## src/rtl/spi_config_master.sv

```systemverilog
// Mode-0, MSB-first SPI initiator: one start shifts a DW-bit configuration word out and the displaced word in.
// Define SPI_CFG_VERIFY_EN to repeat each frame once and flag a readback mismatch on err.
module spi_config_master #(
    parameter int DW      = 42,
    parameter int CLK_DIV = 4
) (
    input  logic          clk,
    input  logic          rst_n,
    input  logic          start,
    input  logic [DW-1:0] wr_data,
    output logic          busy,
    output logic          done,
    output logic [DW-1:0] rd_data,
    output logic          err,
    output logic          spi_clk,
    output logic          spi_csn,
    output logic          spi_mosi,
    input  logic          spi_miso
);
    localparam int DIV_W = $clog2(CLK_DIV + 1);
    localparam int BIT_W = $clog2(DW + 1);

    typedef enum logic [2:0] {S_IDLE, S_LOW, S_HIGH, S_HOLD, S_GAP} state_t;

    state_t           r_state;
    logic [DIV_W-1:0] r_div;
    logic [BIT_W-1:0] r_bit;
    logic [DW-1:0]    r_tx;
    logic [DW-1:0]    r_rx;
    logic [DW-1:0]    r_rd_data;
    logic             r_busy;
    logic             r_done;
    logic             r_err;
    logic             r_sck;
    logic             r_csn;

    logic             w_div_last;
    logic             w_accept;
    logic             w_restart;
    logic             w_load;
    logic             w_last_frame;
    logic             w_mismatch;
    logic [DW-1:0]    w_load_word;

    assign w_div_last = (r_div == DIV_W'(CLK_DIV - 1));

`ifdef SPI_CFG_VERIFY_EN
    logic          r_second;
    logic [DW-1:0] r_word;

    // The verify frame reuses the word captured at acceptance, not the live wr_data.
    assign w_restart    = (r_state == S_GAP) && w_div_last && !r_second;
    assign w_accept     = start && ((r_state == S_IDLE) ||
                                    ((r_state == S_GAP) && w_div_last && r_second));
    assign w_load_word  = w_accept ? wr_data : r_word;
    assign w_last_frame = r_second;
    assign w_mismatch   = (r_rx != r_word);

    always_ff @(posedge clk) begin
        if (!rst_n) begin
            r_second <= 1'b0;
            r_word   <= '0;
        end else if (w_accept) begin
            r_second <= 1'b0;
            r_word   <= wr_data;
        end else if (w_restart) begin
            r_second <= 1'b1;
        end
    end
`else
    // Accepting on the last GAP cycle keeps back-to-back CSn-high time at exactly CLK_DIV.
    assign w_restart    = 1'b0;
    assign w_accept     = start && ((r_state == S_IDLE) || ((r_state == S_GAP) && w_div_last));
    assign w_load_word  = wr_data;
    assign w_last_frame = 1'b1;
    assign w_mismatch   = 1'b0;
`endif

    assign w_load = w_accept || w_restart;

    always_ff @(posedge clk) begin
        if (!rst_n) begin
            r_state   <= S_IDLE;
            r_div     <= '0;
            r_bit     <= '0;
            r_tx      <= '0;
            r_rx      <= '0;
            r_rd_data <= '0;
            r_busy    <= 1'b0;
            r_done    <= 1'b0;
            r_err     <= 1'b0;
            r_sck     <= 1'b0;
            r_csn     <= 1'b1;
        end else begin
            r_done <= 1'b0;
            if (w_load) begin
                r_state <= S_LOW;
                r_div   <= '0;
                r_bit   <= '0;
                r_tx    <= w_load_word;
                r_sck   <= 1'b0;
                r_csn   <= 1'b0;
                r_busy  <= 1'b1;
                if (w_accept) begin
                    r_err <= 1'b0;
                end
            end else if (r_state != S_IDLE) begin
                if (w_div_last) begin
                    r_div <= '0;
                end else begin
                    r_div <= r_div + 1'b1;
                end
                if (w_div_last) begin
                    case (r_state)
                        S_LOW: begin
                            // MISO is taken before the responder shifts on the following SCK fall.
                            r_sck   <= 1'b1;
                            r_rx    <= {r_rx[DW-2:0], spi_miso};
                            r_state <= S_HIGH;
                        end
                        S_HIGH: begin
                            r_sck <= 1'b0;
                            r_bit <= r_bit + 1'b1;
                            r_tx  <= {r_tx[DW-2:0], 1'b0};
                            if (r_bit == BIT_W'(DW - 1)) begin
                                r_state <= S_HOLD;
                            end else begin
                                r_state <= S_LOW;
                            end
                        end
                        S_HOLD: begin
                            r_csn   <= 1'b1;
                            r_state <= S_GAP;
                            if (w_last_frame) begin
                                r_rd_data <= r_rx;
                                r_done    <= 1'b1;
                                r_err     <= w_mismatch;
                            end
                        end
                        S_GAP: begin
                            r_busy  <= 1'b0;
                            r_state <= S_IDLE;
                        end
                        default: begin
                            r_state <= S_IDLE;
                        end
                    endcase
                end
            end
        end
    end

    // The tx register is fully shifted out by the end of a frame, so its MSB doubles as MOSI.
    assign spi_mosi = r_tx[DW-1];
    assign spi_clk  = r_sck;
    assign spi_csn  = r_csn;
    assign busy     = r_busy;
    assign done     = r_done;
    assign rd_data  = r_rd_data;
    assign err      = r_err;

endmodule

```

## config.mk

```make
export PLATFORM = sky130hd
export DESIGN_NAME = spi_config_master
export DESIGN_NICKNAME = d
export VERILOG_FILES = /design/src/rtl/spi_config_master.sv
export SDC_FILE = /design/constraint.sdc
export NUM_CORES = 1
export LEC_CHECK = 0
export ABC_CLOCK_PERIOD_IN_PS = 1600
export CORE_MARGIN = 3
export CORE_UTILIZATION = 34
export CTS_BUF_LIST = sky130_fd_sc_hd__clkbuf_4
export CTS_CLUSTER_DIAMETER = 80
export DETAILED_ROUTE_END_ITERATION = 16
export GPL_ROUTABILITY_DRIVEN = 0
export PLACE_DENSITY = 0.61
export REMOVE_ABC_BUFFERS = 1
export SETUP_SLACK_MARGIN = 0.15
export SYNTH_ARGS = -nofsm -noshare
export SYNTH_HDL_FRONTEND = slang
export SYNTH_SLANG_ARGS = --single-unit
```

## constraint.sdc

```tcl
create_clock -name clk -period 1.6 [get_ports clk]
set_input_delay 0.32 -clock clk [delete_from_list [all_inputs] [get_ports clk]]
set_output_delay 0.32 -clock clk [all_outputs]
set_load 0.01 [all_outputs]
```

# [Yosys cells after proc, flatten, opt, wreduce, memory -nomap -nowiden]
# Index checks and enable logic that the tools add are counted.
[op_classes] add_sub_neg=2 eq_ne=6 muxes=20 bitwise_logic=4 n_reduce_logical=22
[op_table] operator="$mux 42" count=4
[op_table] operator="$reduce_and 3->1" count=5
[op_table] operator="$mux 1" count=12
[op_table] operator="$reduce_bool 2->1" count=6
[op_table] operator="$eq 3x2->1 const B" count=3
[op_table] operator="$pmux 3 s3" count=1
[op_table] operator="$reduce_and 4->1" count=2
[op_table] operator="$add 6x1->6 const B" count=1
[op_table] operator="$eq 6x6->1 const B" count=1
[op_table] operator="$not 1->1" count=4
[op_table] operator="$reduce_and 2->1" count=2
[op_table] operator="$reduce_or 4->1" count=1
[op_table] operator="$add 3x1->3 const B" count=1
[op_table] operator="$eq 3x1->1 const B" count=1
[op_table] operator="$eq 3x3->1 const B" count=1
[op_table] operator="$logic_not 3->1" count=1
[op_table] operator="$mux 3" count=1
[op_table] operator="$reduce_bool 3->1" count=1
[op_table] operator="$logic_and 1x1->1" count=2
[op_table] operator="$mux 2" count=1
[op_table] operator="$pmux 1 s2" count=1
[op_table] operator="$reduce_or 2->1" count=1
[op_table] operator="$logic_or 1x1->1" count=1
[totals] register_bits=142 in_bits=46 output_inout_bits=48 elab_cells=65

# [Depth between registers and ports, before layout]
[depth] depth_word=6 mapped_depth=7 mapped_depth_nobuf=5

# [Worst setup path after synthesis]
# OpenSTA, ideal clock, no wires.
[synth_path] kind="register to register" from="register r_state[0]" to="register r_bit[3]" setup_ns=0.080 t_arrival_ns=1.568 required_time_ns=1.520 setup_slack_ns=-0.048 path_stages_with_launch=5 n_path_buf=1 period_less_slack_ns=1.648 cell_sequence="dfxtp_1 > buf_6 > or3b_1 > or4_1 > a211oi_2"
[synth_via] elab_chain_len=5 elab_cells_between_ends=9 classes_between="eq/ne (2); reduce/logical (7)"
[synth_rtl] element="from (decl)" line_no="25" text="state_t r_state;"
[synth_rtl] element="from (signal assigned)" line_no="83" text="r_state <= S_IDLE;"
[synth_rtl] element="from (signal assigned)" line_no="97" text="r_state <= S_LOW;"
[synth_rtl] element="from (signal assigned)" line_no="119" text="r_state <= S_HIGH;"
[synth_rtl] element="$eq 3x3->1" line_no="73" text="assign w_accept = start && ((r_state == S_IDLE) || ((r_state == S_GAP) && w_div_last));"
[synth_rtl] element="$logic_and 1x1->1" line_no="73"
[synth_rtl] element="$logic_or 1x1->1" line_no="73"
[synth_rtl] element="$logic_and 1x1->1" line_no="73"
[synth_rtl] element="$reduce_or 2->1 (no line)"
[synth_rtl] element="to (signal assigned)" line_no="123" text="r_bit <= r_bit + 1'b1;"
[synth_rtl] element="to (decl)" line_no="27" text="logic [BIT_W-1:0] r_bit;"
# Several ways; a longest one is shown, not always the timed one.
# A chain may end at the register's enable or synchronous reset.

# [Worst setup path after layout]
[layout_path] from="register r_div[1]" to="register r_tx[27]"
[layout_via] elab_chain_len=6 elab_cells_between_ends=9 classes_between="eq/ne (1); mux (1); reduce/logical (7)"
[layout_rtl] element="from (decl)" line_no="26" text="logic [DIV_W-1:0] r_div;"
[layout_rtl] element="from (signal assigned)" line_no="111" text="r_div <= r_div + 1'b1;"
[layout_rtl] element="$eq 3x2->1 (*)" line_no="45" text="assign w_div_last = (r_div == DIV_W'(CLK_DIV - 1));"
[layout_rtl] element="$logic_and 1x1->1" line_no="73"
[layout_rtl] element="$logic_or 1x1->1" line_no="73"
[layout_rtl] element="$logic_and 1x1->1" line_no="73"
[layout_rtl] element="$reduce_bool 2->1 (no line)"
[layout_rtl] element="$reduce_and 3->1 (no line)"
[layout_rtl] element="to (signal assigned)" line_no="100" text="r_tx <= w_load_word;"
[layout_rtl] element="to (signal assigned)" line_no="124" text="r_tx <= {r_tx[DW-2:0], 1'b0};"
[layout_rtl] element="to (decl)" line_no="28" text="logic [DW-1:0] r_tx;"
# Every way passes the cells marked *; elsewhere a longest branch is shown, timed or not.

==> impl_metrics.tcl <==
set metrics [dict create \
    outcome "finished with violations" \
    critPathRequiredTime_ps 2050 \
    final_antenna_net_count 0 \
    wire_per_inst_um 19.7 \
    power.share.combinational 0.117 \
    power_leakage_uw 0.00289 \
    hold_violations 0 \
    post_synthesis_register_bit_count 142 \
    utilization 0.515 \
    cp_max_fo 22 \
    post-route-period-util 1.02 \
    seq_area_frac_synth 0.462 \
    worst_ep_arrival_ps 2080 \
    grt_pass1_wl_um 29300 \
    drcViolationCount 0 \
    clock_share_of_power 0.370 \
    timing.hold.worst_path_depth 3 \
    gr-usage-all-layers 0.177 \
    critical_path.reg2reg.startpoint "r_div[1]" \
    initial_core_utilization 0.352 \
    synthesis.area_per_instance_um2 8.50 \
    top_level_ports 94 \
    critical_path_class "flop to flop" \
    fin_skew_ps 20.0 \
    cts.path.max_buffers 2 \
    via_count 6278 \
    unrepaired_setup_endpoints_after_global_routing "yes" \
    design.final.nets 870 \
    cts.hold.buffers_added 0 \
    drt-total-wl_um 20900 \
    cts.reportedPaths.clkPinSlew_ps 120 \
    failed_checks "setup timing" \
    chipWidth_um 141 \
    portBuffers 92 \
    layout.cells.non_filler 1059 \
    syn_to_final_growth_pct 46.3 \
    net_switching_share_of_the_total_power 0.264 \
    grt_pass1_vias 5837 \
    tritoncts "done" \
    post_drt_via_cell_ratio 5.93 \
    count_of_flip_flops_with_a_built_in_enable_after_synthesis 0 \
    min-delay-path-class "primary input to flop" \
    worstHoldStart "spi_miso" \
    ys.warnings.count 0 \
    antennaDiodeCount 0 \
    synth_cells 724 \
    switchingPower_uw 1900 \
    post-route-worst-setup-slack_ps -34.1 \
    r2r_end "r_tx[27]" \
    insertion_delay_ps 560 \
    grt_start_max_net_pins 57 \
    cts.sink_count 142 \
    dpl.cell_count 987 \
    drt_first_pass_iters 5 \
    place_area_um2 7490 \
    pwr-share-seq 0.513 \
    timing.critical_path.from_type "flop" \
    power.density_cell_area_nw_per_um2 799 \
    number_of_antenna_violations_at_the_first_check_in_global_routing 0 \
    rows 48 \
    synthFlopType "dfxtp_1" \
    drive_gt1_frac 0.386 \
    post_synth_num_cell_types 36 \
    max-vdd-ir-drop_v 0.000521 \
    drv_cap 0 \
    detailedRoute.firstIterationViolations 484 \
    number_of_h_tree_branching_levels 4 \
    achievable-frequency_mhz 612 \
    reg2reg_setup_slack_ps -30 \
    cell_internal_pwr_uw 5300 \
    die_height_um 141 \
    timing.hold.worst_endpoint "r_rx[0]" \
    postSynth.asyncResetShare 0 \
    core_region_area_um2 17500 \
    fin_area_um2 9000 \
    endpoint_kind "flop" \
    r2r_cells 6 \
    slew_violations 0 \
    dp.final_hpwl_um 10500 \
    min_period_ps 1630 \
    die-area_um2 19700 \
    clk_root_buffer_cell "clkbuf_4" \
    timing.final.setup_violations 14 \
    globalRoute.totalOverflow 0 \
    totalNegativeSetupSlack_ps -228 \
    synth.cell_area_um2 6150 \
    layout.filler_cells 1559 \
    number_of_cts_inserted_buffers 17 \
]
routing by layer:
| layer | track usage | up-vias | routed length (µm) |
|---|---|---|---|
| li1 | - | 2932 | - |
| met2 | 0.288 | 265 | 10000 |
| met3 | 0.0420 | 33 | 1560 |
| met4 | 0.0469 | 0 | 404 |
| met5 | 0 | - | 0 |
| met1 | 0.237 | 3048 | 8860 |
how the worst max path moves through the flow:
| stage | start | endpoint | slack [ps] | cells after the start |
|---|---|---|---|---|
| CTS | r_div[1] | r_tx[32] | 50 | 7 |
| detailed placement | start | r_tx[38] | -410 | 5 |
| finish | r_div[1] | r_tx[27] | -30 | 6 |
| global route | r_div[1] | r_tx[17] | -110 | 7 |
| floorplan | r_state[1] | r_bit[1] | -6800 | 3 |
| global placement | start | r_tx[26] | -370 | 5 |
Yosys cell counts, types with 4 or more instances:
cell	n	area (µm²)
o21ai_1	7	35.0
a21oi_1	88	440
nand2_1	8	30.0
buf_2	19	95.1
o21ai_0	122	611
a211oi_1	47	353
a311oi_1	42	368
dfxtp_1	142	2840
nor3_1	4	20.0
inv_1	6	22.5
or4_1	4	30.0
nand3_1	84	420
nand3b_1	43	323
clkbuf_1	72	270
what timing repair did:
item | CTS | global route
resized for setup | 264 | 162
pin swaps | 28 | 33
cloned | 3 | 17
setup endpoints to repair | 189 | 145
buffers inserted | 12 | 8
cells in the final DEF, fill, tap and decap left out, drive strengths merged, types with 4 or more instances in the layout:
cell,n
dfxtp,142
a21oi,88
bufinv,4
nand3b,43
nor3,4
clkbuf,30
nand2,8
buf,116
clkdlybuf4s50,45
a311oi,42
nand3,84
nand4bb,4
or4,4
inv,10
o21ai,129
a211oi,48
cell type report:
| cell class | instances | area [µm²] | share of cell area |
|---|---|---|---|
| multi-input combinational | 481 | 3560 | 0.395 |
| sequential | 142 | 2920 | 0.325 |
| timing repair buffer | 172 | 1880 | 0.209 |
| tap | 225 | 282 | 0.0313 |
| clock inverter | 13 | 188 | 0.0208 |
| clock buffer | 19 | 143 | 0.0158 |
| inverter | 7 | 28.8 | 0.00320 |
worst max-delay path: stages, from the launching register on:
cell      delay (ps)
dfxtp_4          380
ha_4             160
nor4bb_4         220
buf_6            160
buf_12           170
nand3_1          130
a311oi_2         310
state kept, by name (all words and copies together) (netlist names):
register and cells:
busy 1, done 1, r_bit 6, r_div 3, r_rx 42, r_state 3, r_tx 42, rd_data 42
spi_clk 1, spi_csn 1
metrics by stage:
step / hold slack, ps / setup slack, ps / power, µW
2_1_floorplan: 400 / -6800 / 4050
3_3_place_gp: 464 / -368 / 4390
3_5_place_dp: 466 / -410 / 4400
4_1_cts: 320 / 52.4 / 7060
5_1_grt: 358 / -107 / 7460
6_report: 362 / -34.1 / 7200
power groups by stage:
| stage | logic, µW | clock network [µW] | registers, µW |
|---|---|---|---|
| detailed placement | 637 | 0 | 3770 |
| CTS | 670 | 2700 | 3690 |
| floorplan | 261 | 0 | 3790 |
| finish | 843 | 2660 | 3690 |
| global route | 891 | 2870 | 3700 |
| global placement | 621 | 0 | 3760 |
cell families (layout without fill, tap and decap cells):
family	after synthesis	count (layout)	synth area share
flip-flops	142	142	0.462
buffers and inverters	102	211	0.0679
AO/OA/AOI/OAI	318	318	0.310
multiplexers	1	1	0.00163
AND/OR/NAND/NOR	157	158	0.152
adder cells (fa/ha/maj)	3	3	0.00610
other	1	1	0.000609
No activity file was read; power rests on OpenSTA's default activity.
